**src/rtl/hazard_scoreboard_pkg.sv**
```systemverilog
// rtl/hazard_scoreboard_pkg.sv - shared types and defaults for the hazard scoreboard
package hazard_scoreboard_pkg;

    localparam int MULT_LAT_DEFAULT = 10;
    localparam int REG_IDX_W        = 5;

    typedef logic [REG_IDX_W-1:0] reg_idx_t;

    typedef enum logic {
        RF_INT = 1'b0,
        RF_FP  = 1'b1
    } rf_sel_e;

endpackage

```
**src/rtl/hazard_scoreboard_mult_busy_ctr.sv**
```systemverilog
// rtl/hazard_scoreboard_mult_busy_ctr.sv - multiplier occupancy down-counter
module mult_busy_ctr
    import hazard_scoreboard_pkg::*;
#(
    parameter int MULT_LAT = MULT_LAT_DEFAULT
) (
    input  logic clk,
    input  logic rst_n,
    input  logic load,
    output logic busy,
    output logic done
);

    logic [3:0] cnt_q;
    logic [3:0] cnt_d;

    always_comb begin
        cnt_d = cnt_q;
        if (load) begin
            cnt_d = 4'(MULT_LAT);
        end else if (cnt_q != 4'd0) begin
            cnt_d = cnt_q - 4'd1;
        end
    end

    always_ff @(posedge clk or negedge rst_n) begin
        if (!rst_n) begin
            cnt_q <= 4'd0;
        end else begin
            cnt_q <= cnt_d;
        end
    end

    assign busy = (cnt_q != 4'd0);
    assign done = (cnt_q == 4'd1);

endmodule

```
**src/rtl/hazard_scoreboard.sv**
```systemverilog
// rtl/hazard_scoreboard.sv - RAW/WAW/structural issue scoreboard for long-latency producers
// Optional: SCOREBOARD_WB_BYPASS_EN lets a same-cycle writeback satisfy a RAW source.
module hazard_scoreboard
    import hazard_scoreboard_pkg::*;
#(
    parameter int MULT_LAT = MULT_LAT_DEFAULT,
    parameter int NREG     = 32
) (
    input  logic           clk,
    input  logic           rst_n,
    input  logic           issue_valid,
    input  reg_idx_t       issue_rd,
    input  logic           issue_rd_fp,
    input  logic           issue_load,
    input  logic           issue_mult,
    input  reg_idx_t       src_a,
    input  reg_idx_t       src_b,
    input  logic           use_a,
    input  logic           use_b,
    input  logic           src_a_fp,
    input  logic           src_b_fp,
    input  logic           wb_valid,
    input  reg_idx_t       wb_rd,
    input  logic           wb_fp,
    output logic           stall,
    output logic           issue_ack,
    output logic           mult_busy,
    output logic           mult_done,
    output logic [6:0]     pend_cnt
);

    logic [NREG-1:0] pend_int_q, pend_int_d;
    logic [NREG-1:0] pend_fp_q,  pend_fp_d;
    logic [6:0]      pend_cnt_q, pend_cnt_d;

    logic long_lat, set_en;
    logic a_pend, b_pend, dst_pend, dst_clr;
    logic byp_a, byp_b;
    logic raw, waw, structural;

    assign long_lat = issue_load || issue_mult;
    assign a_pend   = (rf_sel_e'(src_a_fp) == RF_FP) ? pend_fp_q[src_a] : pend_int_q[src_a];
    assign b_pend   = (rf_sel_e'(src_b_fp) == RF_FP) ? pend_fp_q[src_b] : pend_int_q[src_b];
    assign dst_pend = (rf_sel_e'(issue_rd_fp) == RF_FP) ? pend_fp_q[issue_rd] : pend_int_q[issue_rd];

    // A destination retiring this cycle is no WAW hazard: the new set wins over the clear.
    assign dst_clr  = wb_valid && (wb_rd == issue_rd) && (wb_fp == issue_rd_fp);

`ifdef SCOREBOARD_WB_BYPASS_EN
    assign byp_a = wb_valid && (wb_rd == src_a) && (wb_fp == src_a_fp);
    assign byp_b = wb_valid && (wb_rd == src_b) && (wb_fp == src_b_fp);
`else
    assign byp_a = 1'b0;
    assign byp_b = 1'b0;
`endif

    assign raw        = (use_a && a_pend && !byp_a) || (use_b && b_pend && !byp_b);
    assign waw        = long_lat && dst_pend && !dst_clr;
    assign structural = issue_mult && mult_busy && !mult_done;

    assign stall     = issue_valid && (raw || waw || structural);
    assign issue_ack = issue_valid && !stall;
    assign set_en    = issue_ack && long_lat;

    mult_busy_ctr #(
        .MULT_LAT (MULT_LAT)
    ) u_mult_busy_ctr (
        .clk   (clk),
        .rst_n (rst_n),
        .load  (issue_ack && issue_mult),
        .busy  (mult_busy),
        .done  (mult_done)
    );

    always_comb begin
        pend_int_d = pend_int_q;
        pend_fp_d  = pend_fp_q;
        if (wb_valid) begin
            if (rf_sel_e'(wb_fp) == RF_FP) pend_fp_d[wb_rd]  = 1'b0;
            else                           pend_int_d[wb_rd] = 1'b0;
        end
        if (set_en) begin
            if (rf_sel_e'(issue_rd_fp) == RF_FP) pend_fp_d[issue_rd] = 1'b1;
            else if (issue_rd != '0)             pend_int_d[issue_rd] = 1'b1;
        end
        pend_cnt_d = 7'($countones(pend_int_d)) + 7'($countones(pend_fp_d));
    end

    always_ff @(posedge clk or negedge rst_n) begin
        if (!rst_n) begin
            pend_int_q <= '0;
            pend_fp_q  <= '0;
            pend_cnt_q <= 7'd0;
        end else begin
            pend_int_q <= pend_int_d;
            pend_fp_q  <= pend_fp_d;
            pend_cnt_q <= pend_cnt_d;
        end
    end

    assign pend_cnt = pend_cnt_q;

endmodule

```
**config.mk**
```make
export PLATFORM = sky130hd
export DESIGN_NAME = hazard_scoreboard
export DESIGN_NICKNAME = d
export VERILOG_FILES = /design/src/rtl/hazard_scoreboard_pkg.sv /design/src/rtl/hazard_scoreboard_mult_busy_ctr.sv /design/src/rtl/hazard_scoreboard.sv
export SDC_FILE = /design/constraint.sdc
export NUM_CORES = 1
export LEC_CHECK = 0
export BUFFER_PORTS_ARGS = -buffer_cell sky130_fd_sc_hd__buf_4
export CAP_MARGIN = 20
export CORE_MARGIN = 4
export CORE_UTILIZATION = 62
export DETAILED_ROUTE_END_ITERATION = 12
export PLACE_DENSITY_LB_ADDON = 0.3
export RECOVER_POWER = 100
export SLEW_MARGIN = 5
export SYNTH_ARGS = -nofsm -noshare
export SYNTH_HDL_FRONTEND = slang
export SYNTH_SLANG_ARGS = --single-unit
```
**constraint.sdc**
```tcl
create_clock -name clk -period 9 [get_ports clk]
set_clock_uncertainty 0.2 [all_clocks]
set_input_delay 1.8 -clock clk [delete_from_list [all_inputs] [get_ports clk]]
set_output_delay 1.8 -clock clk [all_outputs]
set_load 0.005 [all_outputs]
```
Word level (Yosys, flattened, before mapping)
Cells that the tools add are included.
{"block": "word_totals", "regBits": 75}
{"block": "classes", "addsub": 64, "order_cmp": 6, "eq_ne": 3, "muxes": 30, "bitwise": 5, "reduce_logical": 24}
{"operator": "$mux 32", "count": 9}
{"operator": "$add 1x1->2", "count": 32}
{"operator": "$and 32x32->32", "count": 2}
{"operator": "$or 32x32->32", "count": 2}
{"operator": "$add 2x2->3", "count": 16}
{"operator": "$add 3x3->4", "count": 8}
{"operator": "$not 32->32", "count": 1}
{"operator": "$bmux 1 s5", "count": 6}
{"operator": "$lt 5x6->1 const B", "count": 4}
{"operator": "$add 4x4->5", "count": 4}
{"operator": "$logic_and 1x1->1", "count": 14}
{"operator": "$add 5x5->6", "count": 2}
{"operator": "$mux 1", "count": 11}
{"operator": "$demux 1 s5", "count": 2}
{"operator": "$ge 5x1->1 const B", "count": 2}
{"operator": "$mux 4", "count": 2}
{"operator": "$add 6x6->7", "count": 1}
{"operator": "$eq 5x5->1", "count": 1}
{"operator": "$reduce_bool 5->1", "count": 1}
{"operator": "$eq 4x1->1 const B", "count": 1}
{"operator": "$logic_or 1x1->1", "count": 4}
{"operator": "$reduce_bool 4->1", "count": 1}
{"operator": "$sub 4x1->4 const B", "count": 1}
{"operator": "$logic_not 1->1", "count": 3}
{"operator": "other kinds (2)", "count": 2}

Logic depth before layout (Yosys ltp)
Gate-level depths: netlist of run 1.
{"block": "logic_depth", "word_depth": 18, "depth_mapped": 34, "depth_no_buf": 32}

Hierarchy
A second synthesis of run 1 with hierarchy kept.
{"block": "unflattened", "cells_unflattened": 752, "area_unflattened_um2": 7569.8}
{"module": "hazard_scoreboard", "n_inst": 1, "cells_each": 727, "area_each_um2": 7324.5, "seq_area_each_um2": 1776.7}
{"module": "mult_busy_ctr", "n_inst": 1, "cells_each": 25, "area_each_um2": 245.2, "seq_area_each_um2": 100.1}

Worst setup path after synthesis of run 1
OpenSTA, ideal clock, no wires.
{"block": "synth_timing", "path_type": "input to register", "start": "in issue_rd[0]", "end": "reg pend_cnt_q[6] (netlist: pend_cnt[6])", "arrival_ps": 9456, "t_required_ps": 8678, "setup_slack_ps": -778, "cell_stages": 33, "cell_sequence": "buf_4 buf_2 buf_2 mux2i_1 o221ai_1 a211oi_1 o211ai_1 a31o_1 buf_6 buf_2 o41ai_1 fa_1 fa_1 inv_1 fa_1 inv_1 fa_1 inv_1 fa_1 inv_1 fa_1 inv_1 fa_1 fa_1 inv_1 ha_1 fa_1 a21oi_1 nor2_1 nor2_1 nor2b_1 o21ai_0 nand2b_1"}
{"block": "synth_between", "elab_chain_cells": 18, "word_cells_on_any_way": 93, "cone_classes": "add/sub: 63; order compare: 2; eq/ne: 1; mux: 12; bitwise: 2; reduce/logical: 13"}
{"element": "start, declared", "line": "hazard_scoreboard.sv:12", "rtl": "input reg_idx_t issue_rd,"}
{"element": "parallel branches: the longest is 11 deep, another holds $lt 5x6->1"}
{"element": "$mux 32 *", "line": "hazard_scoreboard.sv:82", "rtl": "if (set_en) begin"}
{"element": "via pend_int_d[17]", "line": "hazard_scoreboard.sv:32", "rtl": "logic [NREG-1:0] pend_int_q, pend_int_d;"}
{"element": "$add 1x1->2 (not written as such) *", "line": "hazard_scoreboard.sv:86", "rtl": "pend_cnt_d = 7'($countones(pend_int_d)) + 7'($countones(pend_fp_d));"}
{"element": "$add 2x2->3 (not written as such) *", "line": "hazard_scoreboard.sv:86"}
{"element": "$add 3x3->4 (not written as such) *", "line": "hazard_scoreboard.sv:86"}
{"element": "$add 4x4->5 (not written as such) *", "line": "hazard_scoreboard.sv:86"}
{"element": "$add 5x5->6 (not written as such) *", "line": "hazard_scoreboard.sv:86"}
{"element": "$add 6x6->7 *", "line": "hazard_scoreboard.sv:86"}
{"element": "via pend_cnt_d[6]", "line": "hazard_scoreboard.sv:34", "rtl": "logic [6:0] pend_cnt_q, pend_cnt_d;"}
{"element": "end signal, assigned", "line": "hazard_scoreboard.sv:97", "rtl": "pend_cnt_q <= pend_cnt_d;"}
{"element": "end, declared", "line": "hazard_scoreboard.sv:34"}
Mark *: on every way through the listed nets, which the timed path passes. The select of a mux whose other input is x is not followed.
A chain may end at the register's enable or synchronous reset.

Worst setup path after layout of run 1
{"block": "layout_timing", "start": "in issue_rd[0]", "end": "reg pend_cnt_q[6] (netlist: pend_cnt[6])"}
{"block": "layout_between", "elab_chain_cells": 18, "word_cells_on_any_way": 93, "cone_classes": "add/sub: 63; order compare: 2; eq/ne: 1; mux: 12; bitwise: 2; reduce/logical: 13"}
{"element": "parallel branches: the longest is 17 deep, another holds $lt 5x6->1"}
{"element": "$add 6x6->7 *", "line": "hazard_scoreboard.sv:86"}
{"element": "via pend_cnt_d[6]", "line": "hazard_scoreboard.sv:34"}
Marked as above.

==> results of run 1 <==
power breakdown:
part / internal (mW) / switching (mW)
Combinational: 1.03 / 1.15
Sequential: 0.420 / 0.0737
Clock: 0.214 / 0.145
final cells by class:
cell class	count	area share
Timing Repair Buffer	203	0.188
Clock buffer	11	0.0243
Clock inverter	5	0.00562
Sequential cell	75	0.196
Inverter	53	0.0208
Multi-Input combinational cell	472	0.546
Tap cell	143	0.0187
sequential cells by signal, indices dropped and copies added, names as in the netlist:
| name | flops |
|---|---|
| pend_int_q | 32 |
| pend_cnt | 7 |
| u_mult_busy_ctr.cnt_q | 4 |
| pend_fp_q | 32 |
cell families after synthesis:
kind of cell | after synthesis | synth area share
fa+ha+maj | 71 | 0.177
xor+xnor | 11 | 0.0132
simple gates | 114 | 0.0830
mux | 64 | 0.150
buf+inv | 114 | 0.0815
flops | 75 | 0.256
compound gates | 211 | 0.239
routing by layer:
metal / part of all wire / vias up / wire [um] / track usage
met5: 0 / - / 0 / 0
met1: 0.35 / 3461 / 9470 / 0.524
met3: 0.14 / 175 / 3700 / 0.108
met4: 0.060 / 0 / 1620 / 0.175
li1: - / 2864 / - / -
met2: 0.45 / 664 / 12200 / 0.596
worst max-delay path: cells and delay by family:
kind / cells / cell delay [ns]
simple gates: 5 / 0.51
mux: 1 / 0.31
fa+ha+maj: 10 / 4.58
buf+inv: 8 / 0.65
compound gates: 7 / 1.55
cell usage after synthesis (all sizes together) (2+ instances only):
cell type / instances
a211oi: 2
a21oi: 6
a221oi: 4
a22o: 2
a22oi: 5
and2: 3
and3: 2
buf: 36
clkbuf: 25
dfrtp: 75
fa: 54
ha: 17
inv: 52
mux2: 7
mux2i: 21
mux4: 36
nand2: 24
nand2b: 8
nand3: 18
nand3b: 5
nand4: 4
nor2: 13
nor2b: 11
nor3: 6
o211ai: 2
o21ai: 77
o221ai: 4
o22ai: 3
o31a: 4
o31ai: 5
o41a: 28
o41ai: 59
or2: 5
or3: 9
or3b: 2
xnor2: 7
xor2: 4
what timing repair did:
action                                  4_1_cts  5_1_grt
pin swaps                                    29       21
buffers inserted                             12       17
cloned                                        1        3
endpoints found under the setup margin        6        6
resized for setup                            26       31
final timing paths:
| kind | from | endpoint | slack [ns] |
|---|---|---|---|
| setup / recovery | issue_rd[0] | pend_cnt[6]$_DFF_PN0_ | -0.40 |
| hold / removal | u_mult_busy_ctr.cnt_q[1]$_DFFE_PN0P_ | u_mult_busy_ctr.cnt_q[1]$_DFFE_PN0P_ | 0.40 |
| setup reg to reg | u_mult_busy_ctr.cnt_q[0]$_DFFE_PN0P_ | pend_cnt[6]$_DFF_PN0_ | 0 |
| hold reg to reg | u_mult_busy_ctr.cnt_q[1]$_DFFE_PN0P_ | u_mult_busy_ctr.cnt_q[1]$_DFFE_PN0P_ | 0.40 |
| max in group asynchronous | rst_n | pend_fp_q[14]$_DFF_PN0_ | 3.62 |
| min in group asynchronous | rst_n | pend_cnt[5]$_DFF_PN0_ | 2.67 |
through the flow:
stage	setup slack [ns]	utilization	total power, mW	TNS (ns)
2_1_floorplan	-0.397	-	1.89	-0.946
4_1_cts	-0.369	0.805	2.96	-1.23
3_5_place_dp	-0.910	0.759	2.54	-4.03
6_report	-0.396	0.834	3.04	-1.44
3_3_place_gp	-0.806	0.759	2.47	-3.66
5_1_grt	-0.598	0.834	3.35	-2.45
==> flow_summary.yaml, run 1 <==
synth:
  ys_top_cells_by_area: "dfrtp_1 26%, fa_1 15%, mux4_2 11%"
  synth-async-reset-ratio: 1.00
  ys_types: 60
  synthCells: 660
  synth-seq-area-share: 0.256
  netlist_area_um2: 7320
  synth_top_area_cell: "dfrtp_1"
  synth_fp_nets: 763
  ys_ff_latch: 75
  synth_edf_count: 0
  synth_top_area_frac: 0.256
  synthFlopType: "dfrtp_1"
  ys_warn_count: 0
  syn_avg_cell_area_um2: 11.1
placement:
  placed_area_um2: 8700
  gp_congestion: 0.976
  place_inst: 913
  io_buffers: 42
  hpwlAfterDp_mm: 19.3
setup_path:
  critPathLaunchType: "input port"
  critPathKind: "input port to register"
  cpMostUsedCell: "fa_1"
  crit_arrival_ns: 9.44
  slowest_stage: "fa_1"
  critPathMaxFanout: 8
  critPathMaxStageDelay_ns: 0.55
  reg2regPathDepth: 31
  critPathCaptureType: "register"
  cp.required_ns: 9.04
flow_run:
  maxCapViolCount: 1
drt:
  firstDrtPassIters: 7
  viasPerCell: 7.45
  routed_wl_mm: 27.0
  dr_total_vias: 7164
  wl_per_cell_um: 28.0
  drtIter0Drc: 1438
  ant_nets: 0
  drc: 0
timing:
  fin_crit_ns: 9.40
  worst_slack_ns: -0.396
  rsz0062_at_grt: "yes"
  hold_viol: 0
  timing.fmax_ghz: 0.106
  worstMarginPinSlew_ns: 4.09
  setup_viol: 5
  slew_headroom: -1.73
  post-route-period-util: 1.04
  slew_viol_final: 76
  holdWs_ns: 0.401
die:
  num_rows: 39
  start_util: 0.639
  dieHeight_um: 117
  die_x_um: 117
  core_area_um2: 11500
  ios: 43
  die_area_um2: 13600
global_route:
  grt_pass1_wl_mm: 39.0
  grt_overflow_total: 0
  grt_pass1_vias: 6959
  track_usage: 0.390
  grt_max_degree: 76
  antenna_found_initial: 0
cts:
  clock_sinks: 75
  cts_made_buffers: 9
  cts_hold_buf: 0
  clockBufferDepth: 2
  clk_latency_ns: 0.35
  cts_tree: "yes"
  cts_max_level: 3
  root_buffer: "clkbuf_16"
  path_clk_slew_ns: 0.06
final_layout:
  diodes: 0
  multi_input_area_um2: 5230
  finish.instance_area_um2: 9570
  fillCellCount: 601
  syn2layout_area_growth_pct: 30.6
  seqCellArea_um2: 1880
  final_cell_mix: "165 x buf_4, 75 x dfrtp_1, 70 x o21ai_0"
  fin_nets: 917
  drive_gt1_frac: 0.400
  fin_cells: 962
  final_common_cell: "buf_4"
min_path:
  hold_class: "register to register"
  worstHoldPathCells: 2
power_and_ir_drop:
  vdd_ir_drop_max_mv: 0.970
  p_leak_nw: 4.44
  power_density_nw_per_um2: 317
outcome:
  run_status: "complete, but fails checks"
  violations: "max-capacitance violations, max-slew violations, negative setup slack"
Note: power is estimated with default switching activity, not from simulation.
==> run 2: changes to the inputs <==
--- a/config.mk
+++ b/config.mk
@@ -8,7 +8,7 @@
 export BUFFER_PORTS_ARGS = -buffer_cell sky130_fd_sc_hd__buf_4
 export CAP_MARGIN = 20
 export CORE_MARGIN = 4
-export CORE_UTILIZATION = 62
+export CORE_UTILIZATION = 57
 export DETAILED_ROUTE_END_ITERATION = 12
 export PLACE_DENSITY_LB_ADDON = 0.3
 export RECOVER_POWER = 100
==> constraint.sdc (replaced) <==
create_clock -name clk -period 8 [get_ports clk]
set_clock_uncertainty 0.2 [all_clocks]
set_input_delay 1.6 -clock clk [delete_from_list [all_inputs] [get_ports clk]]
set_output_delay 1.6 -clock clk [all_outputs]
set_load 0.005 [all_outputs]
==> run 2 against run 1 <==
- the run still ends with max-capacitance violations, max-slew violations, negative setup slack left
- cell count is 12% higher
- sequential power increased by 12%
- non-clock buffer count is 87 higher
- sequential share of layout area decreased by 1.3 points
- die area increased by 8.2%
- clock power is 19% higher
- sequential cell count did not move
- critical path depth is 2 higher
- combinational power up 32%
- first-iteration DRC count down 31%
- global-route usage is 1.5 points higher
- largest cell class unchanged
==> flow_summary.yaml, run 2 (same netlist as run 1, synthesis figures left out) <==
outcome:
  run_status: "complete, but fails checks"
  violations: "max-capacitance violations, max-slew violations, negative setup slack"
die:
  core_area_um2: 12600
  start_util: 0.580
  num_rows: 41
  die_x_um: 121
  die_area_um2: 14700
  ios: 43
  dieHeight_um: 121
timing:
  fin_crit_ns: 9.30
  rsz0062_at_grt: "yes"
  slew_viol_final: 78
  slew_headroom: -0.692
  timing.fmax_ghz: 0.108
  worst_slack_ns: -1.30
  post-route-period-util: 1.16
  hold_viol: 0
  setup_viol: 7
  holdWs_ns: 0.326
  worstMarginPinSlew_ns: 2.54
cts:
  clockBufferDepth: 2
  cts_max_level: 3
  clk_latency_ns: 0.35
  cts_hold_buf: 0
  cts_made_buffers: 9
  path_clk_slew_ns: 0.06
  clock_sinks: 75
  cts_tree: "yes"
  root_buffer: "clkbuf_16"
placement:
  io_buffers: 42
  hpwlAfterDp_mm: 22.1
  gp_congestion: 1.07
setup_path:
  reg2regPathDepth: 33
  rr_endpoint: "pend_cnt[6]$_DFF_PN0_"
  crit_end: "pend_cnt[6]$_DFF_PN0_"
  rr_startpoint: "u_mult_busy_ctr.cnt_q[0]$_DFFE_PN0P_"
  crit_arrival_ns: 9.33
  slowest_stage: "fa_2"
  critPathKind: "input port to register"
  reg2reg_slack_ns: -0.75
  critPathLaunchType: "input port"
  cpMostUsedCell: "inv_2"
  critPathCaptureType: "register"
  startpoint: "issue_rd[0]"
  cp.required_ns: 8.04
  critPathMaxStageDelay_ns: 0.57
  critPathMaxFanout: 16
final_layout:
  syn2layout_area_growth_pct: 39.8
  multi_input_area_um2: 5280
  final_common_cell: "buf_4"
  drive_gt1_frac: 0.469
  fin_nets: 1005
  seqCellArea_um2: 1880
  diodes: 0
  final_cell_mix: "256 x buf_4, 75 x dfrtp_1, 67 x o21ai_0"
  fillCellCount: 789
drt:
  drc: 0
  routed_wl_mm: 29.6
  dr_total_vias: 7445
  wl_per_cell_um: 27.4
  ant_nets: 0
  drtIter0Drc: 990
  viasPerCell: 6.90
  firstDrtPassIters: 5
power_and_ir_drop:
  total_power_mw: 3.85
  power_density_nw_per_um2: 376
  p_leak_nw: 4.81
  vdd_ir_drop_max_mv: 1.59
global_route:
  grt_overflow_total: 0
  grt_pass1_vias: 7544
  antenna_found_initial: 0
  grt_pass1_wl_mm: 44.1
  grt_max_degree: 76
  track_usage: 0.405
min_path:
  hold_class: "register to register"
flow_run:
  maxCapViolCount: 2
run 2: final cells by class:
class | instances | area share
Sequential cell | 75 | 0.183
Inverter | 53 | 0.0194
Timing Repair Buffer | 290 | 0.231
Multi-Input combinational cell | 473 | 0.516
Clock inverter | 6 | 0.00623
Tap cell | 172 | 0.0210
Clock buffer | 10 | 0.0233
run 2: power breakdown:
group / switching [mW] / total, mW / internal, mW
logic: 1.49 / 2.87 / 1.38
registers: 0.0806 / 0.553 / 0.472
clock network: 0.178 / 0.428 / 0.250
total: 1.74 / 3.85 / 2.10
run 2: critical path, delay by kind of cell:
| family | cells | cell delay [ns] |
|---|---|---|
| simple gates | 4 | 0.32 |
| fa+ha+maj | 10 | 4.70 |
| compound gates | 7 | 1.55 |
| mux | 1 | 0.24 |
| buf+inv | 11 | 0.90 |
run 2: how the worst min path moves through the flow:
stage / start / to / slack [ns] / cells past startpoint
2_1_floorplan: u_mult_busy_ctr.cnt_q[1]$_DFFE_PN0P_ / u_mult_busy_ctr.cnt_q[1]$_DFFE_PN0P_ / 0.28 / 2
3_3_place_gp: u_mult_busy_ctr.cnt_q[1]$_DFFE_PN0P_ / u_mult_busy_ctr.cnt_q[1]$_DFFE_PN0P_ / 0.31 / 2
3_5_place_dp: u_mult_busy_ctr.cnt_q[1]$_DFFE_PN0P_ / u_mult_busy_ctr.cnt_q[1]$_DFFE_PN0P_ / 0.31 / 2
4_1_cts: u_mult_busy_ctr.cnt_q[1]$_DFFE_PN0P_ / u_mult_busy_ctr.cnt_q[1]$_DFFE_PN0P_ / 0.32 / 2
5_1_grt: u_mult_busy_ctr.cnt_q[1]$_DFFE_PN0P_ / u_mult_busy_ctr.cnt_q[1]$_DFFE_PN0P_ / 0.35 / 2
6_report: u_mult_busy_ctr.cnt_q[1]$_DFFE_PN0P_ / u_mult_busy_ctr.cnt_q[1]$_DFFE_PN0P_ / 0.33 / 2
run 2: what timing repair did:
item / CTS / global route
hold endpoints to repair: 0 / 0
gates cloned: 4 / 1
pin swaps: 27 / 40
setup buffers: 4 / 21
setup endpoints to repair: 7 / 7
resized for setup: 45 / 27
run 2: routing by layer:
layer / share of wire / vias to the layer above / track usage
met2: 0.45 / 586 / 0.624
met3: 0.14 / 121 / 0.110
li1: - / 3037 / -
met1: 0.37 / 3699 / 0.559
met5: 0.0023 / - / 0.0331
met4: 0.045 / 2 / 0.134
run 2: through the flow:
stage	area, um2	TNS [ns]	std cells	utilization	setup WS, ns
after detailed placement	9380	-10.09	1033	0.743	-1.76
after global placement	9380	-9.24	1033	0.743	-1.62
after floorplan	7550	-5.91	660	-	-1.18
after CTS	10000	-6.29	1056	0.793	-1.24
after global routing	10200	-7.78	1079	0.811	-1.48
final	10200	-6.52	1079	0.811	-1.30
==> run 3: changes to the inputs <==
--- a/config.mk
+++ b/config.mk
@@ -10,6 +10,7 @@
 export CORE_MARGIN = 4
 export CORE_UTILIZATION = 57
 export DETAILED_ROUTE_END_ITERATION = 12
+export GPL_TIMING_DRIVEN = 0
 export PLACE_DENSITY_LB_ADDON = 0.3
 export RECOVER_POWER = 100
 export SLEW_MARGIN = 5
==> run 3 against run 2 <==
- the flow still finishes with violations (max-capacitance violations, max-slew violations, negative setup slack)
- utilization fell by 10 points
- register-to-register slack improved by 0.09 ns
- sequential power barely moved
- largest power group unchanged
- highest routed layer is now met4
- clock power rose by 9.8%
- setup slack improved by 0.010 ns
- critical path type unchanged
- critical endpoint unchanged
==> flow_summary.yaml, run 3 (same netlist as run 1, synthesis figures left out) <==
setup_path:
  critPathKind: "input port to register"
  cp.required_ns: 8.03
  crit_end: "pend_cnt[6]$_DFF_PN0_"
  slowest_stage: "fa_2"
  critPathLaunchType: "input port"
  rr_endpoint: "pend_cnt[6]$_DFF_PN0_"
  reg2reg_slack_ns: -0.66
  critPathMaxStageDelay_ns: 0.57
  reg2regPathDepth: 34
  critPathCaptureType: "register"
  startpoint: "src_a[0]"
  rr_startpoint: "u_mult_busy_ctr.cnt_q[0]$_DFFE_PN0P_"
  cpMostUsedCell: "inv_2"
  crit_arrival_ns: 9.32
  critPathMaxFanout: 10
die:
  num_rows: 41
  dieHeight_um: 121
  start_util: 0.580
  ios: 43
  core_area_um2: 12600
  die_x_um: 121
  die_area_um2: 14700
final_layout:
  fillCellCount: 944
  syn2layout_area_growth_pct: 21.7
  seqCellArea_um2: 1880
  fin_nets: 835
  drive_gt1_frac: 0.318
  diodes: 0
  fin_cells: 908
  final_cell_mix: "75 x dfrtp_1, 68 x o21ai_0, 49 x buf_4"
  multi_input_area_um2: 5200
  final_common_cell: "dfrtp_1"
power_and_ir_drop:
  power_density_nw_per_um2: 416
  p_switching_mw: 1.68
  vdd_ir_drop_max_mv: 1.67
  clkPwrFrac: 0.127
  internal_power_mw: 2.04
  p_seq_frac: 0.149
  comb_power_share: 0.724
  p_leak_nw: 4.00
  switching_share: 0.451
timing:
  slew_viol_final: 76
  holdWs_ns: 0.336
  slew_headroom: -1.81
  fin_crit_ns: 9.29
  setup_viol: 7
  worstMarginPinSlew_ns: 4.22
  post-route-period-util: 1.16
  hold_viol: 0
  worst_slack_ns: -1.29
  timing.fmax_ghz: 0.108
  tns_ns: -6.90
  rsz0062_at_grt: "yes"
drt:
  routed_wl_mm: 27.4
  dr_total_vias: 6634
  drc: 0
  ant_nets: 0
  drtIter0Drc: 871
  firstDrtPassIters: 6
  viasPerCell: 7.31
  wl_per_cell_um: 30.2
placement:
  gp_congestion: 0.996
  hpwlAfterDp_mm: 20.9
  io_buffers: 33
  place_inst: 865
cts:
  clk_latency_ns: 0.35
  root_buffer: "clkbuf_16"
  cts_max_level: 3
  cts_made_buffers: 9
  path_clk_slew_ns: 0.06
  clock_sinks: 75
  cts_tree: "yes"
  clockBufferDepth: 2
global_route:
  grt_pass1_vias: 6737
  grt_overflow_total: 0
  track_usage: 0.385
  grt_max_degree: 76
  antenna_found_initial: 0
  grt_pass1_wl_mm: 41.6
flow_run:
  maxCapViolCount: 1
min_path:
  hold_class: "register to register"
  hp-start: "u_mult_busy_ctr.cnt_q[1]$_DFFE_PN0P_"
outcome:
  violations: "max-capacitance violations, max-slew violations, negative setup slack"
  run_status: "complete, but fails checks"
-- run 3: cell count changes in the layout (fill, tap and decap cells not counted), sizes merged --
cell | previous run | this run
a41o | 3 | 1
buf | 274 | 87
bufbuf | 1 | 0
bufinv | 1 | 3
clkbuf | 25 | 45
clkinv | 3 | 2
clkinvlp | 2 | 1
inv | 53 | 52
-- run 3: area by class of cell --
| cell class | instances | area share |
|---|---|---|
| inverter | 53 | 0.0223 |
| buffer | 61 | 0.0643 |
| multi-input combinational | 471 | 0.584 |
| timing repair buffer | 61 | 0.0578 |
| sequential | 75 | 0.210 |
| clock buffer | 10 | 0.0257 |
| clock inverter | 5 | 0.0115 |
| tap | 172 | 0.0241 |
-- run 3: how the worst min path moves through the flow --
| stage | endpoint | cells past startpoint |
|---|---|---|
| after CTS | u_mult_busy_ctr.cnt_q[1]$_DFFE_PN0P_ | 2 |
| final | u_mult_busy_ctr.cnt_q[1]$_DFFE_PN0P_ | 2 |
| after global placement | u_mult_busy_ctr.cnt_q[1]$_DFFE_PN0P_ | 2 |
| after floorplan | u_mult_busy_ctr.cnt_q[1]$_DFFE_PN0P_ | 2 |
| after detailed placement | u_mult_busy_ctr.cnt_q[1]$_DFFE_PN0P_ | 2 |
| after global routing | u_mult_busy_ctr.cnt_q[1]$_DFFE_PN0P_ | 2 |
-- run 3: layer usage --
metal	global-route usage	vias up	wire length (um)
met5	0	-	0
met4	0.164	0	1480
met3	0.102	111	3470
met2	0.593	480	12400
met1	0.516	3356	10100
li1	-	2687	-
-- run 3: timing repair --
item / 4_1_cts / 5_1_grt
pin swaps: 28 / 22
buffers inserted: 13 / 12
gates resized for setup: 54 / 29
cloned: 2 / 1
hold buffers: 0 / 0
hold endpoints to repair: 0 / 0
endpoints found under the setup margin: 7 / 7
-- run 3: metrics by stage --
| step | setup WS (ns) | utilization | total power, mW | cell area, um2 |
|---|---|---|---|---|
| 3_3_place_gp | -2.00 | 0.635 | 2.60 | 8010 |
| 5_1_grt | -1.53 | 0.707 | 4.06 | 8920 |
| 3_5_place_dp | -2.08 | 0.635 | 2.71 | 8010 |
| 4_1_cts | -1.21 | 0.691 | 3.25 | 8730 |
| 6_report | -1.29 | 0.707 | 3.71 | 8920 |
| 2_1_floorplan | -1.18 | - | 2.17 | 7550 |
-- run 3: power groups by stage --
stage | clock network, mW | logic, mW | registers [mW]
finish | 0.470 | 2.69 | 0.553
global route | 0.482 | 3.02 | 0.556
CTS | 0.465 | 2.24 | 0.545
detailed placement | 0 | 2.16 | 0.551
global placement | 0 | 2.06 | 0.545
floorplan | 0 | 1.65 | 0.513
-- run 3: critical path: cells and delay by family --
kind	cells	cell delay [ns]
mux	1	0.49
fa+ha+maj	10	4.62
simple gates	5	0.54
buf+inv	11	0.87
compound gates	6	1.17
